===== config.mk =====
export PLATFORM = sky130hd
export DESIGN_NAME = ccff_chain_loader
export DESIGN_NICKNAME = d
export VERILOG_FILES = /design/src/rtl/ccff_chain_loader.sv
export SDC_FILE = /design/constraint.sdc
export NUM_CORES = 1
export LEC_CHECK = 0
export BUFFER_PORTS_ARGS = -buffer_cell sky130_fd_sc_hd__buf_2
export CAP_MARGIN = 20
export CORE_MARGIN = 3
export CORE_UTILIZATION = 48
export DETAILED_ROUTE_END_ITERATION = 7
export HOLD_SLACK_MARGIN = 0.02
export PLACE_DENSITY_LB_ADDON = 0.05
export SYNTH_ARGS = -nofsm -noshare
export SYNTH_HDL_FRONTEND = slang
export SYNTH_SLANG_ARGS = --single-unit

===== constraint.sdc =====
create_clock -name prog_clk -period 2.1 [get_ports prog_clk]
set_input_delay 0.42 -clock prog_clk [delete_from_list [all_inputs] [get_ports prog_clk]]
set_output_delay 0.42 -clock prog_clk [all_outputs]
set_load 0.005 [all_outputs]

===== src/rtl/ccff_chain_loader.sv =====
// Streams configuration words MSB-first into a ccff chain and pulses done after CHAIN_LEN bits.
// Define CCFF_LOADER_CRC_EN to fold the displaced ccff_tail bits into a readback CRC-8.
module ccff_chain_loader #(
  parameter int unsigned WORD_W    = 8,
  parameter int unsigned CHAIN_LEN = 20,
  parameter int unsigned CNT_W     = $clog2(CHAIN_LEN + 1)
) (
  input  logic              prog_clk,
  input  logic              pReset,
  input  logic              start,
  input  logic              word_valid,
  input  logic [WORD_W-1:0] word_data,
  output logic              word_ready,
  output logic              ccff_head,
  output logic              ccff_en,
  input  logic              ccff_tail,
  output logic              busy,
  output logic              done,
  output logic [7:0]        readback_crc
);

  localparam int unsigned BUF_W = $clog2(WORD_W + 1);
  localparam int unsigned CMP_W = (CNT_W > BUF_W) ? CNT_W : BUF_W;

  typedef enum logic [1:0] {
    S_IDLE = 2'd0,
    S_LOAD = 2'd1,
    S_DONE = 2'd2
  } state_t;

  state_t            state_q;
  state_t            state_nx;
  logic [WORD_W-1:0] shreg_q;
  logic [BUF_W-1:0]  buf_cnt_q;
  logic [CNT_W-1:0]  bits_left_q;
  logic              busy_q;
  logic              done_q;
  logic              load_go;
  logic              in_load;
  logic              shift;
  logic              last_shift;
  logic              buf_low;
  logic              accept;

  // Datapath decode: a shift happens whenever the buffer still holds bits in LOAD
  assign in_load    = (state_q == S_LOAD);
  assign shift      = in_load && (buf_cnt_q != '0);
  assign last_shift = shift && (bits_left_q == CNT_W'(1));
  assign buf_low    = (buf_cnt_q == '0) || ((buf_cnt_q == BUF_W'(1)) && shift);
  assign word_ready = in_load && buf_low && (CMP_W'(bits_left_q) > CMP_W'(buf_cnt_q));
  assign accept     = word_ready && word_valid;

  assign ccff_en   = shift;
  assign ccff_head = shreg_q[WORD_W-1];
  assign busy      = busy_q;
  assign done      = done_q;

  // Next-state logic
  always_comb begin
    state_nx = state_q;
    load_go  = 1'b0;
    case (state_q)
      S_IDLE: begin
        if (start) begin
          state_nx = S_LOAD;
          load_go  = 1'b1;
        end
      end
      S_LOAD: begin
        if (last_shift) begin
          state_nx = S_DONE;
        end
      end
      S_DONE: begin
        state_nx = S_IDLE;
      end
      default: begin
        state_nx = S_IDLE;
      end
    endcase
  end

  always_ff @(posedge prog_clk or negedge pReset) begin
    if (!pReset) begin
      state_q <= S_IDLE;
      busy_q  <= 1'b0;
      done_q  <= 1'b0;
    end else begin
      state_q <= state_nx;
      busy_q  <= (state_nx == S_LOAD);
      done_q  <= (state_nx == S_DONE);
    end
  end

  // Word buffer and counters; the last shift discards any unused LSBs of the final word
  always_ff @(posedge prog_clk or negedge pReset) begin
    if (!pReset) begin
      shreg_q     <= '0;
      buf_cnt_q   <= '0;
      bits_left_q <= '0;
    end else if (load_go) begin
      shreg_q     <= '0;
      buf_cnt_q   <= '0;
      bits_left_q <= CNT_W'(CHAIN_LEN);
    end else if (last_shift) begin
      shreg_q     <= '0;
      buf_cnt_q   <= '0;
      bits_left_q <= '0;
    end else if (accept) begin
      shreg_q   <= word_data;
      buf_cnt_q <= BUF_W'(WORD_W);
      if (shift) begin
        bits_left_q <= bits_left_q - CNT_W'(1);
      end
    end else if (shift) begin
      shreg_q     <= {shreg_q[WORD_W-2:0], 1'b0};
      buf_cnt_q   <= buf_cnt_q - BUF_W'(1);
      bits_left_q <= bits_left_q - CNT_W'(1);
    end
  end

`ifdef CCFF_LOADER_CRC_EN
  localparam logic [7:0] CRC_POLY = 8'h07;

  logic [7:0] crc_q;
  logic [7:0] crc_nx;

  // Bitwise MSB-first CRC-8 step over the bit leaving the chain
  always_comb begin
    crc_nx = {crc_q[6:0], 1'b0};
    if (crc_q[7] ^ ccff_tail) begin
      crc_nx = crc_nx ^ CRC_POLY;
    end
  end

  always_ff @(posedge prog_clk or negedge pReset) begin
    if (!pReset) begin
      crc_q <= 8'h00;
    end else if (load_go) begin
      crc_q <= 8'h00;
    end else if (shift) begin
      crc_q <= crc_nx;
    end
  end

  assign readback_crc = crc_q;
`else
  logic unused_tail;
  assign unused_tail  = ccff_tail;
  assign readback_crc = 8'h00;
`endif

endmodule


==> results.toml <==
[critical_path]
start_kind = "register"
required_ns = 1.68
arrival_ns = 1.82
slowest_delay_ns = 0.56
endpoint_kind = "output pin"
path_class = "reg2out"
cp_slowest_cell = "or4b_4"
worstPathMaxFanout = 2
path_cells = "or4b_4 > a311oi_4 > and2_4 > buf_6"

[floorplan]
die_y_um = 56.5
die_w_um = 56.5
start_util_pct = 52.9
core_area_sq_um = 2320
rows = 17
dieArea_sq_um = 3200
io_pins = 26

[clock_network]
cts_buffers = 3
clkTransAtPathRegs_ns = 0.12
cts-hold-fix-buffers = 0
clockBufferDepth = 2
clkLatencyLatePin_ns = 0.31
cts_sinks = 21
cts_max_level = 1
root_buffer = "clkbuf_4"
cts_tree = "built"

[routing]
drt-initial-drc-count = 25
wl_met3_um = 126
routedWlPerCell_um = 15.7
vias_per_cell = 5.48
vias = 1085
routed.top_layer = "met4"
drc = 0
routed_wl_um = 3120
drt-met1-wl_um = 1380
postRouteAntennaNets = 0
first_pass_iters = 4
route.met2.wl_um = 1550

[pwr]
ir_drop_mv = 1.07
powerDensity_nw_per_um2 = 1600
p_leak_nw = 0.794
power.total_mw = 2.70

[place]
port_buffers = 16
globalplace.congestion = 0.757
dpl.hpwl_um = 2030
placed_cell_area_sq_um = 1420
place_ws_ns = -0.00929

[global_route]
grt_pass1_wl_um = 4660
antenna_found_initial = 0
track_usage_pct = 18.7
grt_max_degree = 22
grt_pass1_vias = 1083
grt_overflow = 0

[synth]
synth_top_flop_cell = "dfrtp_1"
async_flop_share_pct = 100
ys_ff_latch = 21
synthCells = 123
synth_area_leaders = "dfrtp_1 (43%), ha_1 (9.2%), o2bb2ai_1 (5.0%), buf_4 (4.9%), a22oi_1 (4.3%)"
synth_cell_types = 34
synth_common_cells = "dfrtp_1 (21), ha_1 (9), nor2_1 (9)"
seq_area_frac_synth_pct = 42.9
synth-edff-count = 0
syn_avg_cell_area_sq_um = 9.97
yosysWarnings = 0
synth_area_leader_cell = "dfrtp_1"
synth.most_common_cell = "dfrtp_1"
yosysTopAreaCellShare_pct = 42.9
syn_area_sq_um = 1230

[final_layout]
drive_gt1_share_pct = 42.9
syn2layout_area_growth_pct = 37.7
final_cell_area_sq_um = 1690
fin_util_pct = 72.8
antennaDiodeCount = 0
nFillCells = 186
finish.net_count = 193

[flow_run]
maxCapViolCount = 0

[outcome]
violations = "negative setup slack"
outcome = "finished, violations left"

[worst_hold_path]
hold_class = "in2async"

[timing]
finalClockSkew_ns = 0.00124
slew_viol_final = 0
setup_viol = 1
fin_setup_tns_ns = -0.141
hold_viol_final = 0
rsz0062_at_grt = "true"
fmax_mhz = 446
period_share_pct = 107
fin_crit_ns = 2.24
timing.final.ws_setup_ns = -0.141
[kinds of logic after synthesis]
kind of cell               synth area share (%)
AOI/OAI and AO/OA                          18.1
muxes                                     0.816
xor gates and xnor gates                   2.14
and+or+nand+nor                            17.3
buffers and inverters                      9.29
other                                     0.306
adders and majority gates                  9.18
DFF                                        42.9
[power breakdown]
part           switching [mW]  internal [mW]
clock                   0.126         0.0742
combinational           0.855          0.933
sequential              0.148          0.566
total                    1.13           1.57
[through the flow]
step	cells	hold WS, ns
floorplan	130	0.124
global placement	181	0.396
detailed placement	181	0.409
CTS	190	0.0556
global route	198	0.0905
finish	198	0.0509
[timing repair]
item | in CTS | in global routing
gates resized for setup | 9 | 24
setup endpoints to repair | 9 | 13
gates cloned | 0 | 0
pin swaps | 6 | 7
setup buffers | 5 | 9
[worst paths after layout]
path / startpoint / to / slack (ns) / depth (start not counted)
max in group asynchronous: pReset / buf_cnt_q[0] / 1.69 / 1
setup reg to reg: bits_left_q[1] / buf_cnt_q[0] / 0.03 / 10
setup / recovery: state_q[1] / word_ready / -0.14 / 4
min in group prog_clk: word_data[0] / shreg_q[0] / 0.33 / 3
hold / removal: pReset / state_q[1] / 0.05 / 1
hold reg to reg: shreg_q[7] / shreg_q[7] / 0.50 / 1
[cell type report]
| type | count | area [sq um] | area share (%) |
|---|---|---|---|
| tap | 28 | 35.0 | 2.08 |
| inverter | 7 | 26.3 | 1.56 |
| clock buffer | 4 | 26.3 | 1.56 |
| sequential | 21 | 528 | 31.3 |
| multi-input combinational | 91 | 731 | 43.3 |
| timing repair buffer | 47 | 342 | 20.2 |
[metal layers]
metal	GRT usage, %	up-vias
met5	0	-
met4	6.10	0
met3	2.76	7
met2	35.0	29
met1	21.2	522
li1	-	527
[registers in the layout, indices dropped and copies added, names as in the netlist]
signal and flops:
done 1, buf_cnt_q 4, bits_left_q 5, busy 1, shreg_q 8, state_q 2
[critical path: cells and delay by family, from the launching register on]
family,cells,cell delay (ns)
flip-flops,1,0.41
buffers and inverters,1,0.09
AO/OA/AOI/OAI,1,0.25
AND/OR/NAND/NOR,2,0.76
[cells in the final DEF, fill, tap and decap left out, types with 2 or more instances in the layout]
cell type  Yosys  layout
ha_1           9       6
conb_1         1       8
inv_2          0       2
nor4_1         3       3
a21oi_1        6       6
nor2_1         9       8
a31oi_1        2       2
and3_4         0       2
o2bb2ai_1      7       4
nand3_1        4       4
o21ai_1        0       2
a22oi_1        7       4
inv_1          7       5
or4b_4         0       2
nand2_1        6       6
xnor2_1        3       3
o21ai_0        4       2
buf_2          1      15
ha_4           0       2
dfrtp_2        0       2
nor3b_1        2       2
clkbuf_4       0       3
nor3_1         4       4
buf_6          2       7
buf_4          8      25
a22oi_2        0       3
dfrtp_1       21      19
o2bb2ai_2      0       3
(Power assumes the default switching activity.)
